File: src/rtl/ni_inject_pkg.sv
// Shared flit encodings, FSM state type and flit-type helper for the NI transmit stage.
package ni_inject_pkg;

    localparam int TYPEW = 2;

    localparam logic [TYPEW-1:0] TYPE_NONE = 2'd0;
    localparam logic [TYPEW-1:0] TYPE_HEAD = 2'd1;
    localparam logic [TYPEW-1:0] TYPE_TAIL = 2'd2;
    localparam logic [TYPEW-1:0] TYPE_DATA = 2'd3;

    typedef enum logic [1:0] {
        NI_IDLE = 2'd0,
        NI_HEAD = 2'd1,
        NI_BODY = 2'd2
    } ni_state_e;

    function automatic logic [TYPEW-1:0] body_type(input logic last);
        return last ? TYPE_TAIL : TYPE_DATA;
    endfunction

endpackage

File: src/rtl/ni_credit_ctr.sv
// Per-VC credit counter: starts full, decrements on send, increments on router ack.
// An ack that finds the counter full saturates it and raises a sticky overflow flag.
module ni_credit_ctr #(
    parameter int BUF_DEPTH = 4
) (
    input  logic clk,
    input  logic rst_,
    input  logic send,
    input  logic ret,
    output logic can_send,
    output logic ovf
);

    localparam int CW = $clog2(BUF_DEPTH + 1);
    localparam logic [CW-1:0] FULL = CW'(BUF_DEPTH);

    logic [CW-1:0] r_credit;
    logic          r_ovf;

    // Credit bookkeeping; a send and a return in the same cycle cancel out.
    always_ff @(posedge clk or posedge rst_) begin
        if (rst_) begin
            r_credit <= FULL;
            r_ovf    <= 1'b0;
        end else begin
            case ({send, ret})
                2'b10: r_credit <= r_credit - CW'(1);
                2'b01: begin
                    if (r_credit == FULL) begin
                        r_ovf <= 1'b1;
                    end else begin
                        r_credit <= r_credit + CW'(1);
                    end
                end
                default: r_credit <= r_credit;
            endcase
        end
    end

    assign can_send = (r_credit != {CW{1'b0}});
    assign ovf      = r_ovf;

endmodule

File: src/rtl/ni_inject.sv
// NI transmit stage: turns a packet request plus payload words into HEAD/DATA/TAIL flits
// on one router input port, gated by per-VC credits returned through iack.
module ni_inject
    import ni_inject_pkg::*;
#(
    parameter int VCH_NUM   = 4,
    parameter int BUF_DEPTH = 4,
    parameter int LEN_W     = 8,
    parameter int PAY_W     = 32
) (
    input  logic                       clk,
    input  logic                       rst_,
    input  logic                       req_valid,
    output logic                       req_ready,
    input  logic [PAY_W-1:0]           req_dst,
    input  logic [LEN_W-1:0]           req_len,
    input  logic [$clog2(VCH_NUM)-1:0] req_vch,
    input  logic [PAY_W-1:0]           wdata,
    input  logic                       wvalid,
    output logic                       wready,
    output logic [TYPEW+PAY_W-1:0]     odata,
    output logic                       ovalid,
    output logic [$clog2(VCH_NUM)-1:0] ovch,
    input  logic [VCH_NUM-1:0]         iack,
    output logic                       busy,
    output logic                       err
);

    localparam int VCHW = $clog2(VCH_NUM);
    localparam int FW   = TYPEW + PAY_W;

    ni_state_e          r_state;
    logic [PAY_W-1:0]   r_dst;
    logic [LEN_W-1:0]   r_rem;
    logic [VCHW-1:0]    r_vch;
    logic               r_req_ready;
    logic               r_busy;
    logic [FW-1:0]      r_odata;
    logic               r_ovalid;
    logic [VCHW-1:0]    r_ovch;

    logic [VCH_NUM-1:0] w_can_send;
    logic [VCH_NUM-1:0] w_ovf;
    logic [VCH_NUM-1:0] w_send;
    logic               w_cur_can;
    logic               w_head_go;
    logic               w_word_go;
    logic               w_last;

    assign w_cur_can = w_can_send[r_vch];
    assign w_last    = (r_rem == LEN_W'(1));

    // Decide whether a flit leaves this cycle and charge it to the packet's VC.
    always_comb begin
        w_send    = {VCH_NUM{1'b0}};
        w_head_go = (r_state == NI_HEAD) && w_cur_can;
        w_word_go = (r_state == NI_BODY) && w_cur_can && wvalid;
        if (w_head_go || w_word_go) begin
            w_send[r_vch] = 1'b1;
        end else begin
            w_send = {VCH_NUM{1'b0}};
        end
    end

    for (genvar v = 0; v < VCH_NUM; v++) begin : g_vc
        ni_credit_ctr #(.BUF_DEPTH(BUF_DEPTH)) u_ctr (
            .clk      (clk),
            .rst_     (rst_),
            .send     (w_send[v]),
            .ret      (iack[v]),
            .can_send (w_can_send[v]),
            .ovf      (w_ovf[v])
        );
    end

    // Packet FSM and flit output registers; odata falls back to an empty flit when idle.
    always_ff @(posedge clk or posedge rst_) begin
        if (rst_) begin
            r_state     <= NI_IDLE;
            r_dst       <= {PAY_W{1'b0}};
            r_rem       <= {LEN_W{1'b0}};
            r_vch       <= {VCHW{1'b0}};
            r_req_ready <= 1'b0;
            r_busy      <= 1'b0;
            r_odata     <= {TYPE_NONE, {PAY_W{1'b0}}};
            r_ovalid    <= 1'b0;
            r_ovch      <= {VCHW{1'b0}};
        end else begin
            r_odata  <= {TYPE_NONE, {PAY_W{1'b0}}};
            r_ovalid <= 1'b0;
            r_ovch   <= {VCHW{1'b0}};
            case (r_state)
                NI_IDLE: begin
                    r_req_ready <= 1'b1;
                    if (req_valid && r_req_ready) begin
                        r_dst       <= req_dst;
                        r_vch       <= req_vch;
                        // A zero length is treated as a single-word packet.
                        r_rem       <= (req_len == {LEN_W{1'b0}}) ? LEN_W'(1) : req_len;
                        r_req_ready <= 1'b0;
                        r_busy      <= 1'b1;
                        r_state     <= NI_HEAD;
                    end else begin
                        r_state <= NI_IDLE;
                    end
                end
                NI_HEAD: begin
                    if (w_head_go) begin
                        r_odata  <= {TYPE_HEAD, r_dst};
                        r_ovalid <= 1'b1;
                        r_ovch   <= r_vch;
                        r_state  <= NI_BODY;
                    end else begin
                        r_state <= NI_HEAD;
                    end
                end
                NI_BODY: begin
                    if (w_word_go) begin
                        r_odata  <= {body_type(w_last), wdata};
                        r_ovalid <= 1'b1;
                        r_ovch   <= r_vch;
                        r_rem    <= r_rem - LEN_W'(1);
                        if (w_last) begin
                            r_state     <= NI_IDLE;
                            r_busy      <= 1'b0;
                            r_req_ready <= 1'b1;
                        end else begin
                            r_state <= NI_BODY;
                        end
                    end else begin
                        r_state <= NI_BODY;
                    end
                end
                default: begin
                    r_state     <= NI_IDLE;
                    r_busy      <= 1'b0;
                    r_req_ready <= 1'b0;
                end
            endcase
        end
    end

    assign req_ready = r_req_ready;
    assign wready    = (r_state == NI_BODY) && w_cur_can;
    assign odata     = r_odata;
    assign ovalid    = r_ovalid;
    assign ovch      = r_ovch;
    assign busy      = r_busy;
    assign err       = |w_ovf;

endmodule

File: config.mk
export PLATFORM = sky130hd
export DESIGN_NAME = ni_inject
export DESIGN_NICKNAME = d
export VERILOG_FILES = /design/src/rtl/ni_inject_pkg.sv /design/src/rtl/ni_credit_ctr.sv /design/src/rtl/ni_inject.sv
export SDC_FILE = /design/constraint.sdc
export NUM_CORES = 1
export LEC_CHECK = 0
export CORE_UTILIZATION = 29
export DETAILED_ROUTE_END_ITERATION = 12
export DONT_BUFFER_PORTS = 1
export PLACE_DENSITY = 0.43
export SLEW_MARGIN = 20
export SYNTH_ARGS = -nofsm -noshare
export SYNTH_HDL_FRONTEND = slang
export SYNTH_SLANG_ARGS = --single-unit
File: constraint.sdc
create_clock -name clk -period 3.7 [get_ports clk]
set_input_delay 0.37 -clock clk [delete_from_list [all_inputs] [get_ports clk]]
set_output_delay 0.37 -clock clk [all_outputs]
set_load 0.02 [all_outputs]
# == After elaboration in Yosys (flattened, before gate mapping) ==
# Cells that the tools add are included.
# classes
n_addsub,9
magnitude_cmp,2
eq_ne,22
n_mux,40
bitwise,1
n_reduce_logical,30
# op_table
cell,count
$pmux W34 S2,1
$mux W34,1
$mux W33,1
$mux W8,3
$pmux W3 S2,4
$reduce_and A2 Y1,9
$pmux W8 S2,1
$ne A2 B2 Y1 const B,7
$add A3 B1 Y3 const B,4
$eq A3 B3 Y1 const B,4
$mux W1,12
$mux W3,4
$reduce_bool A3 Y1,4
$sub A3 B1 Y3 const B,4
$eq A2 B1 Y1 const B,5
$eq A2 B2 Y1 const B,5
$mux W2,5
$reduce_bool A2 Y1,5
$eq A8 B1 Y1 const B,1
$logic_not A8 Y1,1
$sub A8 B1 Y8 const B,1
$pmux W1 S3,2
$pmux W2 S3,1
$reduce_and A3 Y1,2
13 further kinds,17
# totals
reg_bits,99
out_inout_bits,41
wordCells,121

# == Logic depth before layout (Yosys ltp) ==
# logic_depth
ltp_word,10
depth_mapped,11
mapped_depth_nobuf,10

# == Cells and area by module ==
# A second synthesis with hierarchy kept.
# hier_totals
hier_cells,489
hier_area_um2,4914.7
# modules_own_cells
mod,instances,cells_each,area_per_inst_um2
ni_inject,1,385,3803.6
ni_credit_ctr,4,26,277.8

# == Least setup slack after synthesis ==
# OpenSTA, ideal clock, no wires.
# synth_timing
kind,reg2reg
startpoint,reg r_state[1]
endpoint,reg g_vc[1].u_ctr.r_credit[1]
setup_ps,126
arrival_ps,2371
required_ps,3574
slack_ps,1203
stages_incl_launch_ff,12
cell_sequence,dfrtp_1 > inv_1 > ha_1 > clkbuf_2 > a21oi_1 > or4b_1 > buf_2 > nand2_1 > fa_1 > mux2i_1 > nor2_1 > a221o_1
# synth_via
elab_chain_len,8
# synth_rtl
item,line_no,text
start: declaration,ni_inject.sv:32,ni_state_e r_state;
start signal: assignment,ni_inject.sv:79,r_state <= NI_IDLE;
start signal: assignment,ni_inject.sv:102,r_state <= NI_HEAD;
start signal: assignment,ni_inject.sv:104,r_state <= NI_IDLE;
$eq A2 B2 Y1,ni_inject.sv:57,w_word_go = (r_state == NI_BODY) && w_cur_can && wvalid;
$logic_and A1 B1 Y1 (2 in a row),ni_inject.sv:57,
$logic_or A1 B1 Y1 (*),ni_inject.sv:58,if (w_head_go || w_word_go) begin
$mux W4 (*),ni_inject.sv:58,
$eq A2 B1 Y1 or $eq A2 B2 Y1 (tied branches),ni_credit_ctr.sv:26,"case ({send, ret})"
$ne A2 B2 Y1 (no line) or $reduce_bool A2 Y1 (tied branches),-,
$reduce_and A2 Y1 (no line),-,
end signal: assignment,ni_credit_ctr.sv:27,2'b10: r_credit <= r_credit - CW'(1);
end signal: assignment,ni_credit_ctr.sv:32,r_credit <= r_credit + CW'(1);
end signal: assignment,ni_credit_ctr.sv:35,default: r_credit <= r_credit;
end: declaration,ni_credit_ctr.sv:17,logic [CW-1:0] r_credit;
# Mark *: on every way between the ends. The rest lies on a longest branch, timed or not.
# A chain may end at the register's enable or synchronous reset.

# == Worst setup path after layout ==
# Same ends and word-level chain as after synthesis.

==> flow_summary.yaml <==
run_status:
  status: "completed"
die:
  die_area_mm2: 0.01676
  num_rows: 46
  core_area_mm2: 0.01589
  ios: 123
  die_width_um: 129.5
  die_h_um: 129.5
  initial_core_util_pct: 29.66
layout:
  diodes: 0
  nets: 494
  layout-drive-gt1-share_pct: 17.69
  area_delta_synth_final_pct: 10.78
clock_tree:
  hold_buffers: 0
  cts_sinks: 99
  cts_resized: 0
  cts-htree-levels: 3
  post-cts-setup-buffer-count: 0
  cts-root-buf: "clkbuf_16"
  cts_buffer_depth: 2
  clk_latency_ps: 340
  cts-buffers-inserted: 9
  cts_tree: "done"
  clk_pin_slew_worst_paths_ps: 70
logic_synthesis:
  yosysTopAreaCell: "dfrtp_1"
  synth_edf_count: 0
  synthArstFlopShare_pct: 100.0
  post-synth-top-count-cell: "dfrtp_1"
  synth_top_flop_cell: "dfrtp_1"
  syn_avg_cell_area_um2: 11.52
  yosys_warnings: 0
  synth_cells: 409
  synthTopCellsByCount: "dfrtp_1, mux2_2, nor2b_1"
  synth.ff_latch_count: 99
  synth_cell_types: 62
  seq_area_frac_synth_pct: 52.70
  syn_area_mm2: 0.004711
  synth_area_leaders: "dfrtp_1, mux2_2, a22oi_1, nor2b_1, a21oi_1"
  synth_nets: 501
  synth_top_area_share_pct: 50.46
route:
  wl_per_cell_um: 17.42
  via_count: 3198
  drt_wl_total_um: 10850
  dr.first_iter.drc_count: 149
  dr.pass1.iters: 5
  drc: 0
  vias_per_cell: 5.133
  ant_nets: 0
grt:
  grt_max_degree: 65
  track_usage_pct: 13.30
  grt_overflow_total: 0
  antenna_found_initial: 0
  grt_pass1_wl_um: 16790
  grt_pass1_vias: 3090
worst_setup_path:
  cp_slowest_cell: "or4b_1"
  r2r_slack_ps: 890
  slowest_delay_ps: 690
  start_kind: "flop"
  path_buf_inv: 1
  worst_setup_path_end_kind: "flop"
  cp_top_family: "simple AND/OR/NAND/NOR gates"
  critPathKind: "flop to flop"
  crit_path_max_fanout: 10
  cp_data_required_time_ps: 3920
  crit_chain: "inv_1, ha_1, a21oi_1, or4b_1, nand2_1, fa_1, mux2i_1, nor2_1, a221o_1"
  arrival_ps: 3030
place:
  dp_hpwl_um: 7578
  gp_congestion: 0.8041
  numPortBuffers: 0
sta:
  worst_pin_slew_ps: 844.6
  hold_violations: 0
  layout_worst_path_cycle_share_pct: 75.94
  max_freq_ghz: 0.3559
  tns_ps: 0
  setup_viol: 0
  holdWs_ps: 65.07
  fin_skew_ps: 8.267
  maxSlewViolCount: 0
  fin_crit_ps: 2810
  rsz0062_at_grt: "false"
  relSlewSlack_pct: 43.69
job:
  max_cap_viol_count: 0
power_and_ir_drop:
  power_leakage_uw: 0.002141
  power_density_mw_per_mm2: 889.9
  vdd_ir_drop_max_mv: 0.2928
min_path:
  hp-class: "input pin to async pin"
-- final timing paths --
check,from,end,cells after the start
max in group asynchronous,rst_,odata[1],2
max,r_state[1],g_vc[1].u_ctr.r_credit[1],9
min in group clk,iack[1],g_vc[1].u_ctr.r_credit[0],1
max reg2reg,r_state[1],g_vc[1].u_ctr.r_credit[1],9
min reg2reg,g_vc[3].u_ctr.ovf,g_vc[3].u_ctr.ovf,1
min,rst_,r_dst[22],1
-- logic make-up after synthesis --
kind of cell,synth area share [%]
and+or+nand+nor,15.78
AOI/OAI and AO/OA,14.82
DFF,52.70
buffers and inverters,3.665
muxes,9.190
adders and majority gates,3.294
xor gates and xnor gates,0.5579
-- sequential cells by signal, summed over array words and instances (netlist names) --
signal / count
ovalid: 1
g_vc.u_ctr.ovf: 4
ovch: 2
odata: 34
r_dst: 32
g_vc.u_ctr.r_credit: 12
r_state: 2
r_vch: 2
busy: 1
r_rem: 8
req_ready: 1
-- cell type report --
cell class	count	area (µm²)
Fill cell	1609	10670
Sequential cell	99	2482
Multi-Input combinational cell	271	2061
Tap cell	216	270.3
Clock buffer	10	229.0
Clock inverter	6	68.82
Inverter	14	55.05
Timing Repair Buffer	7	52.55
-- worst register-to-register path: cells and delay by family (launching register included) --
kind,cells,cell delay [ps]
adder cells (fa/ha/maj),2,770
multiplexers,1,150
AO/OA/AOI/OAI,2,370
buffers and inverters,1,80
AND/OR/NAND/NOR,3,910
flip-flops,1,400
-- cells in the final DEF, fill, tap and decap left out, drive strengths merged, types with 10 or more instances in the layout --
| cell | netlist | final |
|---|---|---|
| dfrtp | 95 | 95 |
| mux2 | 34 | 34 |
| nor2b | 34 | 34 |
| a22oi | 32 | 32 |
| a21oi | 21 | 21 |
| nor2 | 18 | 18 |
| inv | 14 | 17 |
| o21ai | 13 | 13 |
| nor3 | 10 | 10 |
| clkbuf | 11 | 10 |
-- metrics by stage --
| step | total power [µW] | utilization [%] | cell area [µm²] | setup WS (ps) | instances |
|---|---|---|---|---|---|
| CTS | 4723 | 32.85 | 5219 | 891.7 | 623 |
| global route | 5015 | 32.85 | 5219 | 767.6 | 623 |
| global placement | 3696 | 30.98 | 4921 | 993.7 | 607 |
| finish | 4644 | 32.85 | 5219 | 890.4 | 623 |
| detailed placement | 3738 | 30.98 | 4921 | 916.0 | 607 |
| floorplan | 3345 | - | 4711 | 746.2 | 409 |
-- power by group --
group	switching (µW)	internal, µW
Clock	421	531
Sequential	494	1530
Combinational	857	816
Total	1770	2870
-- routing by layer --
metal / up-vias / part of all wire (%) / GRT usage, %
met5: - / 0 / 0
met4: 0 / 1.4 / 4.788
met3: 9 / 9.3 / 6.111
met2: 118 / 47 / 20.87
met1: 1581 / 43 / 16.00
li1: 1490 / - / -
Note: power is estimated with default switching activity, not from simulation.
